`config.mk`:
```
export PLATFORM = sky130hd
export DESIGN_NAME = usb_cdc_sync_fifo_flat
export DESIGN_NICKNAME = d
export VERILOG_FILES = /design/src/rtl/usb_cdc_sync_fifo_if.sv /design/src/rtl/usb_cdc_sync_fifo.sv /design/src/flat_wrapper.sv
export SDC_FILE = /design/constraint.sdc
export NUM_CORES = 1
export LEC_CHECK = 0
export BUFFER_PORTS_ARGS = -buffer_cell sky130_fd_sc_hd__buf_2
export CAP_MARGIN = 10
export CORE_UTILIZATION = 45
export CTS_CLUSTER_SIZE = 14
export DETAILED_ROUTE_END_ITERATION = 16
export GPL_ROUTABILITY_DRIVEN = 0
export PLACE_DENSITY_LB_ADDON = 0.05
export SETUP_SLACK_MARGIN = 0.1
export SLEW_MARGIN = 20
export SYNTH_ARGS = -nofsm -noshare
export SYNTH_HDL_FRONTEND = slang
export SYNTH_SLANG_ARGS = --single-unit
export TNS_END_PERCENT = 30
```
`constraint.sdc`:
```
create_clock -name clk -period 2.2 [get_ports clk]
set_clock_uncertainty 0.05 [all_clocks]
set_input_delay 0.11 -clock clk [delete_from_list [all_inputs] [get_ports clk]]
set_output_delay 0.11 -clock clk [all_outputs]
set_load 0.05 [all_outputs]
```
`src/rtl/usb_cdc_sync_fifo_if.sv`:
```
// usb_cdc_sync_fifo_if: control, data and status bundle between a FIFO and its user
interface usb_cdc_sync_fifo_if #(
  parameter int DW = 8,
  parameter int DEPTH = 16
);
  localparam int LW = $clog2(DEPTH + 1);
  logic flush;
  logic wr;
  logic [DW-1:0] w_data;
  logic rd;
  logic [DW-1:0] r_data;
  logic full;
  logic empty;
  logic [LW-1:0] level;
  logic [LW-1:0] th_above;
  logic [LW-1:0] th_below;
  logic level_above;
  logic level_below;
  logic overflow;
  logic underflow;
  logic clr_err;
  modport master (
    output flush, wr, w_data, rd, th_above, th_below, clr_err,
    input r_data, full, empty, level, level_above, level_below, overflow, underflow
  );
  modport slave (
    input flush, wr, w_data, rd, th_above, th_below, clr_err,
    output r_data, full, empty, level, level_above, level_below, overflow, underflow
  );
endinterface

```
`src/rtl/usb_cdc_sync_fifo.sv`:
```
// usb_cdc_sync_fifo: single-clock FWFT FIFO of any depth with flush, thresholds and sticky errors
module usb_cdc_sync_fifo #(
  parameter int DW = 8,
  parameter int DEPTH = 16
) (
  input logic clk,
  input logic rst,
  usb_cdc_sync_fifo_if.slave bus
);
  localparam int AW = $clog2(DEPTH);
  localparam int LW = $clog2(DEPTH + 1);
  logic [DW-1:0] mem [DEPTH];
  logic [AW-1:0] w_ptr, r_ptr;
  logic [LW-1:0] level, level_next;
  logic full, empty, overflow, underflow, rd_ok, wr_ok;
  assign rd_ok = bus.rd & ~empty;
  assign wr_ok = bus.wr & (~full | rd_ok);
  assign level_next = level + LW'(wr_ok) - LW'(rd_ok);
  // pointers, occupancy and sticky error flags; flush clears all but the flags
  always_ff @(posedge clk) begin
    if (rst || bus.flush) begin
      w_ptr <= '0;
      r_ptr <= '0;
      level <= '0;
      empty <= 1'b1;
      full <= 1'b0;
      overflow <= rst ? 1'b0 : overflow;
      underflow <= rst ? 1'b0 : underflow;
    end else begin
      w_ptr <= wr_ok ? (w_ptr == AW'(DEPTH - 1) ? '0 : w_ptr + 1'b1) : w_ptr;
      r_ptr <= rd_ok ? (r_ptr == AW'(DEPTH - 1) ? '0 : r_ptr + 1'b1) : r_ptr;
      level <= level_next;
      empty <= level_next == '0;
      full <= level_next == LW'(DEPTH);
      overflow <= (overflow & ~bus.clr_err) | (bus.wr & ~wr_ok);
      underflow <= (underflow & ~bus.clr_err) | (bus.rd & empty);
    end
  end
  // storage is never cleared; only accepted writes outside reset/flush land
  always_ff @(posedge clk) begin
    if (!rst && !bus.flush && wr_ok) mem[w_ptr] <= bus.w_data;
  end
  assign bus.r_data = mem[r_ptr];
  assign bus.full = full;
  assign bus.empty = empty;
  assign bus.level = level;
  assign bus.overflow = overflow;
  assign bus.underflow = underflow;
  assign bus.level_above = level > bus.th_above;
  assign bus.level_below = level < bus.th_below;
endmodule

```
`src/flat_wrapper.sv`:
```
// flat-port wrapper written by rule: the top's interface ports become plain ports
module usb_cdc_sync_fifo_flat 
#(
  parameter int DW = 8,
  parameter int DEPTH = 16
)
  (clk, rst, bus_flush, bus_wr, bus_w_data, bus_rd, bus_th_above, bus_th_below, bus_clr_err, bus_r_data, bus_full, bus_empty, bus_level, bus_level_above, bus_level_below, bus_overflow, bus_underflow);
  usb_cdc_sync_fifo_if #(.DW(DW), .DEPTH(DEPTH)) bus_i ();
  input logic clk;
  input logic rst;
  input wire logic [$bits(bus_i.flush)-1:0] bus_flush;
  input wire logic [$bits(bus_i.wr)-1:0] bus_wr;
  input wire logic [$bits(bus_i.w_data)-1:0] bus_w_data;
  input wire logic [$bits(bus_i.rd)-1:0] bus_rd;
  input wire logic [$bits(bus_i.th_above)-1:0] bus_th_above;
  input wire logic [$bits(bus_i.th_below)-1:0] bus_th_below;
  input wire logic [$bits(bus_i.clr_err)-1:0] bus_clr_err;
  output wire logic [$bits(bus_i.r_data)-1:0] bus_r_data;
  output wire logic [$bits(bus_i.full)-1:0] bus_full;
  output wire logic [$bits(bus_i.empty)-1:0] bus_empty;
  output wire logic [$bits(bus_i.level)-1:0] bus_level;
  output wire logic [$bits(bus_i.level_above)-1:0] bus_level_above;
  output wire logic [$bits(bus_i.level_below)-1:0] bus_level_below;
  output wire logic [$bits(bus_i.overflow)-1:0] bus_overflow;
  output wire logic [$bits(bus_i.underflow)-1:0] bus_underflow;
  assign bus_i.flush = bus_flush;
  assign bus_i.wr = bus_wr;
  assign bus_i.w_data = bus_w_data;
  assign bus_i.rd = bus_rd;
  assign bus_i.th_above = bus_th_above;
  assign bus_i.th_below = bus_th_below;
  assign bus_i.clr_err = bus_clr_err;
  assign bus_r_data = bus_i.r_data;
  assign bus_full = bus_i.full;
  assign bus_empty = bus_i.empty;
  assign bus_level = bus_i.level;
  assign bus_level_above = bus_i.level_above;
  assign bus_level_below = bus_i.level_below;
  assign bus_overflow = bus_i.overflow;
  assign bus_underflow = bus_i.underflow;
  usb_cdc_sync_fifo #(.DW(DW), .DEPTH(DEPTH)) u_core (.clk(clk), .rst(rst), .bus(bus_i));
endmodule
```
==> results of run 1 <==
## power groups by stage
stage | logic, mW | clock network [mW] | registers (mW)
2_1_floorplan | 0.335 | 0 | 3.26
3_3_place_gp | 0.550 | 0 | 3.19
3_5_place_dp | 0.561 | 0 | 3.19
4_1_cts | 0.607 | 2.74 | 3.13
5_1_grt | 0.674 | 2.85 | 3.14
6_report | 0.616 | 2.69 | 3.13
## registers in the layout, summed over array words and instances (netlist names), named ones only
signal,flops
u_core.mem,128
u_core.bus.level,5
u_core.r_ptr,4
u_core.w_ptr,4
u_core.bus.empty,1
u_core.bus.full,1
u_core.bus.overflow,1
u_core.bus.underflow,1
## area by class of cell
type | instances | area, um^2 | share of cell area [%]
Multi-Input combinational cell | 173 | 1850 | 24.2
Clock inverter | 14 | 118 | 1.54
Sequential cell | 149 | 4290 | 56.3
Inverter | 19 | 76.3 | 1.00
Timing Repair Buffer | 81 | 646 | 8.46
Tap cell | 176 | 220 | 2.89
Clock buffer | 18 | 429 | 5.62
## repair_timing
item                                   in CTS  in global routing
pin swaps                                  14                  4
setup buffers                               3                  2
setup endpoints to repair                  10                 38
hold buffers                                1                  0
gates cloned                                2                  0
resized for setup                          34                 16
endpoints found under the hold margin       2                  0
## logic make-up (layout without fill, tap and decap cells)
| group | Yosys count | after routing | share of synthesized area [%] |
|---|---|---|---|
| compound gates | 42 | 42 | 4.87 |
| xor+xnor | 6 | 6 | 0.849 |
| fa+ha+maj | 20 | 20 | 4.16 |
| buf+inv | 34 | 132 | 2.87 |
| flops | 149 | 149 | 69.2 |
| mux | 35 | 35 | 13.0 |
| simple gates | 70 | 70 | 5.05 |
## through the flow
stage / cell area (um^2) / hold WS, ps / TNS [ps]
after detailed placement: 6850 / 436 / 0
after global routing: 7630 / 26.3 / -509
final: 7630 / 13.4 / -1.48
after floorplan: 6260 / 159 / -144
after CTS: 7580 / 9.02 / -122
after global placement: 6850 / 420 / 0
## Yosys cell counts (3+ instances only)
library cell / number / share of area, %
nand2b_1: 5 / 0.51
a22oi_1: 17 / 2.1
clkbuf_1: 3 / 0.18
mux4_1: 14 / 5.9
and2_1: 3 / 0.30
clkdlybuf4s25_2: 3 / 0.49
buf_2: 4 / 0.32
a21oi_1: 9 / 0.73
buf_6: 3 / 0.55
nand3_1: 5 / 0.40
dfxtp_1: 19 / 6.1
edfxtp_1: 130 / 63
mux2i_1: 3 / 0.49
nor2_1: 31 / 1.9
a21o_1: 3 / 0.36
a311oi_1: 3 / 0.42
nor3_1: 4 / 0.32
ha_1: 19 / 3.8
xor2_1: 4 / 0.57
nand2_1: 16 / 0.97
inv_1: 19 / 1.2
mux4_2: 18 / 6.5
## how the worst max path moves through the flow
| stage | start | cells after the start | to | slack [ps] |
|---|---|---|---|---|
| after global routing | flip-flop | 5 | bus_r_data[3] | -80 |
| after global placement | u_core.bus.empty | 10 | u_core.bus.full | 90 |
| after CTS | flip-flop | 5 | bus_r_data[3] | -50 |
| after floorplan | u_core.bus.empty | 11 | u_core.bus.full | -90 |
| after detailed placement | u_core.bus.empty | 10 | u_core.bus.full | 60 |
| final | flip-flop | 6 | bus_r_data[0] | -1 |
## cell usage in the layout, fill, tap and decap left out, types with 3 or more instances in the layout
cell type  count
a21o_1         3
a21oi_1        8
a22oi_1        5
a22oi_2       12
a311oi_1       3
and2_1         3
buf_12         4
buf_2         34
buf_4         32
buf_6          8
clkbuf_16     17
clkinv_1       6
clkinv_2       4
dfxtp_1       15
edfxtp_1     130
ha_1          17
inv_1         17
mux2i_1        3
mux4_1         5
mux4_2        27
nand2_1       14
nand2b_1       4
nand3_1        4
nor2_1        27
nor2_2         4
nor3_2         4
xor2_1         4
## layer usage
metal	routed length (um)	vias up	track usage, %
met5	0	-	0
met4	267	0	8.15
met3	477	22	4.79
met2	6510	70	33.3
met1	5670	1706	25.6
li1	-	1564	-
==> summary.md, run 1 <==
| Metric | Value |
|---|---|
| MaxCap Viol Count | `0` |
| Congestion Overflow GR | `0` |
| Clock sink count | `149` |
| First-pass detailed-route iteration total | `4` |
| Mean Syn Cell Area | `17.4 um^2` |
| First-pass GRT wire length | `20.2 mm` |
| CTS tree | `yes` |
| RR Endpoint | `u_core.bus.empty` |
| Comb pwr share | `9.6%` |
| Hold path endpoint | `u_core.bus.overflow` |
| IO buf count | `42` |
| Die height | `119 um` |
| Final Cycle Share | `100%` |
| CP Data Required Time | `2040 ps` |
| Fin cells | `630` |
| WP data arrival | `2040 ps` |
| Achievable frequency | `454 MHz` |
| Initial Utilization | `46.4%` |
| Core area | `13300 um^2` |
| Final Total Pwr | `6.44 mW` |
| Row count | `42` |
| Place WS | `60.0 ps` |
| Register area share after synthesis | `69.2%` |
| Violated checks | `negative setup slack` |
| Synth unique cells | `40` |
| CP max FO | `5` |
| Via-to-Cell Ratio | `5.34` |
| Largest net degree at the start of global routing | `33` |
| Main synth FF type | `edfxtp_1` |
| Reg power frac | `48.7%` |
| Post-route setup slack | `-1.48 ps` |
| Status | `finished with violations` |
| Die W | `119 um` |
| Iteration-0 DRC Markers | `255` |
| Hold path cells | `2` |
| Die ar. | `14200 um^2` |
| GRT Resource Usage Total | `20.2%` |
| Sw Pwr | `1.46 mW` |
| Vias in the first global route | `3522` |
| Antenna cells | `0` |
| H-tree levels | `4` |
| I/O pin count | `43` |
| Clk_lat worst skew | `420 ps` |
| Vias | `3362` |
| Synth-to-layout area growth | `23.3%` |
| Wire length per cell | `20.5 um` |
| Final core occ | `57.2%` |
| DRC errors left | `0` |
| Post-Synthesis Cell Area | `6190 um^2` |
| Final net count | `485` |
| Crit path kind | `reg2out` |
| RSZ-0062 raised after global routing | `true` |
| Leak | `2.70 nW` |
| Worst slew pin tran | `681 ps` |
| Final setup fails | `1` |
| Internal Power | `4.98 mW` |
| Max-slew violation count | `0` |
| Root Buffer | `clkbuf_16` |
| Number of synthesized register bits | `149` |
| Async set-or-reset flop fraction in the synthesized netlist | `0%` |
| Antenna viol nets, final | `0` |
| Syn nets | `400` |
| Crit end category | `primary output` |
| Max-slew headroom | `54.4%` |
| CP Buf/Inv Count | `3` |
| Final min period | `2200 ps` |
| R2R cell count | `10` |
| Post-synth EDFFs | `130` |
| Drt total wl | `12.9 mm` |
| Worst-path clk slew | `60 ps` |
| YS warnings | `0` |
| Critical Path Start Type | `flip-flop` |
| CTS Buffer Depth | `2` |
| Cells after DPL | `590` |
| R2R setup slack | `60 ps` |
| Min-Delay Path Class | `in2reg` |
| Hold Startpoint | `rst` |
| Max incr delay on CP | `510 ps` |
| Crit-path slowest cell | `mux4_2` |
| Layout cells sized above 1 | `37.4%` |
| Clock power frac | `41.8%` |
| Worst r2r src | `u_core.bus.empty` |
| Final hold violations | `0` |
| TritonCTS buffer count | `17` |
| Switching Fraction | `22.7%` |
| Number of fillers in the final layout | `1066` |
| Top delay family on crit path | `multiplexers` |
| DP Wirelength | `8.32 mm` |
| PwrDens | `844 nW/um^2` |
| VDD IR-drop max | `0.416 mV` |
| Initial antenna violation count | `0` |
| Post-Synthesis Cells | `356` |
| CP Cell Sequence | `buf_12 -> buf_16 -> mux4_2 -> a22oi_2 -> nand2_1 -> buf_6` |
(Power assumes the default switching activity.)
==> run 2: changes to the inputs <==
Settings changed: CORE_UTILIZATION 45 to 30, PLACE_DENSITY_LB_ADDON 0.05 to default.
==> run 2 against run 1 <==
  * The flow still finishes with violations (negative setup slack)
  * Worst setup slack lost 57 ps
  * Clock power up 4%
  * Sequential power about the same
  * Maximum frequency shrank 2.5%
  * Worst hold slack improved by 17 ps
  * Routed wire length shrank 3.7%
  * Combinational power about the same
  * Die area rose by 49%
  * Utilization fell by 19 points
  * Count of clock-buffer cells in the layout down 1
  * First-iteration DRC count decreased by 26%
  * Critical path type unchanged
==> summary.md, run 2 (synthesized netlist as in run 1, its figures left out) <==
| Metric | Value |
|---|---|
| Initial antenna violation count | `0 (unchanged)` |
| Violated checks | `negative setup slack` |
| Met1 WL | `5.21 mm (-8.3%)` |
| Wire length per cell | `17.3 um (-16%)` |
| I/O pin count | `43 (unchanged)` |
| Achievable frequency | `443 MHz (-2.5%)` |
| Root Buffer | `clkbuf_16` |
| Clock sink count | `149 (unchanged)` |
| Final hold violations | `0 (unchanged)` |
| Antenna viol nets, final | `0 (unchanged)` |
| Met3 Wirelength | `905 um (+90%)` |
| First-pass GRT wire length | `19.5 mm (-3.1%)` |
| WP data arrival | `2100 ps (+60 ps)` |
| Most common cell after layout, fill and taps aside | `edfxtp_1` |
| DRC errors left | `0 (unchanged)` |
| Via-to-Cell Ratio | `4.73 (-11%)` |
| Die height | `146 um (+22%)` |
| First-pass detailed-route iteration total | `5 (+1)` |
| Crit end category | `primary output` |
| Met2 wire len | `6.24 mm (-4.2%)` |
| Row count | `52 (+24%)` |
| PwrDens | `845 nW/um^2 (+0.16%)` |
| IO buf count | `42 (unchanged)` |
| Worst slew pin tran | `519 ps (-162 ps)` |
| MaxCap Viol Count | `0 (unchanged)` |
| Largest net degree at the start of global routing | `33 (unchanged)` |
| Core area | `20200 um^2 (+52%)` |
| Final min period | `2260 ps (+56.9 ps)` |
| Layout cells sized above 1 | `37.0% (-0.42 points)` |
| Congestion Overflow GR | `0 (unchanged)` |
| RSZ-0062 raised after global routing | `true` |
| Iteration-0 DRC Markers | `188 (-26%)` |
| Final setup fails | `6 (+5)` |
| Largest register FFs | `128 (unchanged)` |
| Vias | `3413 (+1.5%)` |
| Largest Register | `u_core.mem` |
| CTS tree | `yes` |
| Leak | `2.70 nW (+0.12%)` |
| Commonest non-fill, non-tap cells in the layout | `edfxtp_1, buf_2, nor2_1, buf_4, mux4_2` |
| Status | `finished with violations` |
| Antenna cells | `0 (unchanged)` |
| Final net count | `482 (-0.62%)` |
| H-tree levels | `4 (unchanged)` |
| Synth-to-layout area growth | `25.4%` |
| Worst-path clk slew | `70 ps (about the same)` |
| Critical Path Start Type | `flip-flop` |
| DP Wirelength | `8.03 mm (-3.4%)` |
| Final Total Pwr | `6.56 mW (+1.9%)` |
| Number of fillers in the final layout | `1881 (+76%)` |
| CP Data Required Time | `2040 ps (about the same)` |
| Crit path kind | `reg2out` |
| GRT Resource Usage Total | `12.5% (-7.7 points)` |
| VDD IR-drop max | `0.525 mV (+26%)` |
| CP max FO | `8 (+3)` |
| Drt total wl | `12.5 mm (-3.7%)` |
| CTS Buffer Depth | `2 (unchanged)` |
| Min-Delay Path Class | `in2reg` |
| Die W | `146 um (+22%)` |
| Clk_lat worst skew | `420 ps (about the same)` |
| Largest registers | `u_core.mem (128), u_core.bus.level (5)` |
| TritonCTS buffer count | `17 (unchanged)` |
| Initial Utilization | `30.6% (-16 points)` |
| Vias in the first global route | `3553 (+0.88%)` |
| Minimum hold slack | `30.0 ps (+16.6 ps)` |
| DR top layer | `met4` |
| Final Cycle Share | `103% (+2.6 points)` |
| Die ar. | `21200 um^2 (+49%)` |
| Post-route setup slack | `-58.4 ps (-56.9 ps)` |
| Max-slew violation count | `0 (unchanged)` |
| Max-slew headroom | `65.4% (+11 points)` |
## run 2: area by class of cell
type / count / area (um^2) / share of cell area, %
Clock buffer: 17 / 425 / 5.48
Clock inverter: 15 / 159 / 2.05
Inverter: 19 / 76.3 / 0.984
Multi-Input combinational cell: 173 / 1850 / 23.9
Sequential cell: 149 / 4290 / 55.3
Tap cell: 270 / 338 / 4.35
Timing Repair Buffer: 78 / 617 / 7.95
## run 2: layer usage
layer	GRT usage, %	vias up
met5	0	-
met4	3.89	0
met3	4.39	6
met2	20.4	100
met1	15.6	1741
li1	-	1566
## run 2: path summary, 6_finish.rpt
check / slack (ps) / to / cells after the start / startpoint
max: -60 / bus_r_data[6] / 6 / flip-flop
min: 30 / u_core.mem[10][1] / 1 / bus_w_data[1]
max reg2reg: 30 / u_core.bus.full / 10 / u_core.bus.empty
min reg2reg: 480 / u_core.r_ptr[1] / 2 / u_core.r_ptr[1]
## run 2: critical path, stage by stage (launching register included)
cell and delay (ps):
dfxtp_4 420, buf_12 160, buf_6 110, mux4_2 500, a22oi_2 230, nand2_1 90
buf_6 160
## run 2: power by group
group / total [mW] / internal (mW) / switching, mW
clock: 2.81 / 1.60 / 1.21
sequential: 3.13 / 3.10 / 0.0328
combinational: 0.616 / 0.244 / 0.372
total: 6.56 / 4.95 / 1.61
## run 2: what timing repair did
action	in CTS	in global routing
hold buffers	2	0
endpoints found under the setup margin	10	29
pin swaps	15	5
cloned	1	0
setup buffers	6	2
gates resized for setup	36	14
hold endpoints to repair	2	0
## run 2: stage by stage
| step | setup TNS (ps) | instances | cell area, um^2 | utilization (%) | setup slack (ps) |
|---|---|---|---|---|---|
| 3_3_place_gp | 0 | 678 | 6910 | 34.2 | 89.7 |
| 4_1_cts | -531 | 719 | 7680 | 38.0 | -107 |
| 6_report | -180 | 721 | 7760 | 38.4 | -58.4 |
| 3_5_place_dp | -6.86 | 678 | 6910 | 34.2 | -6.86 |
| 2_1_floorplan | -144 | 356 | 6260 | - | -92.3 |
| 5_1_grt | -938 | 721 | 7760 | 38.4 | -154 |
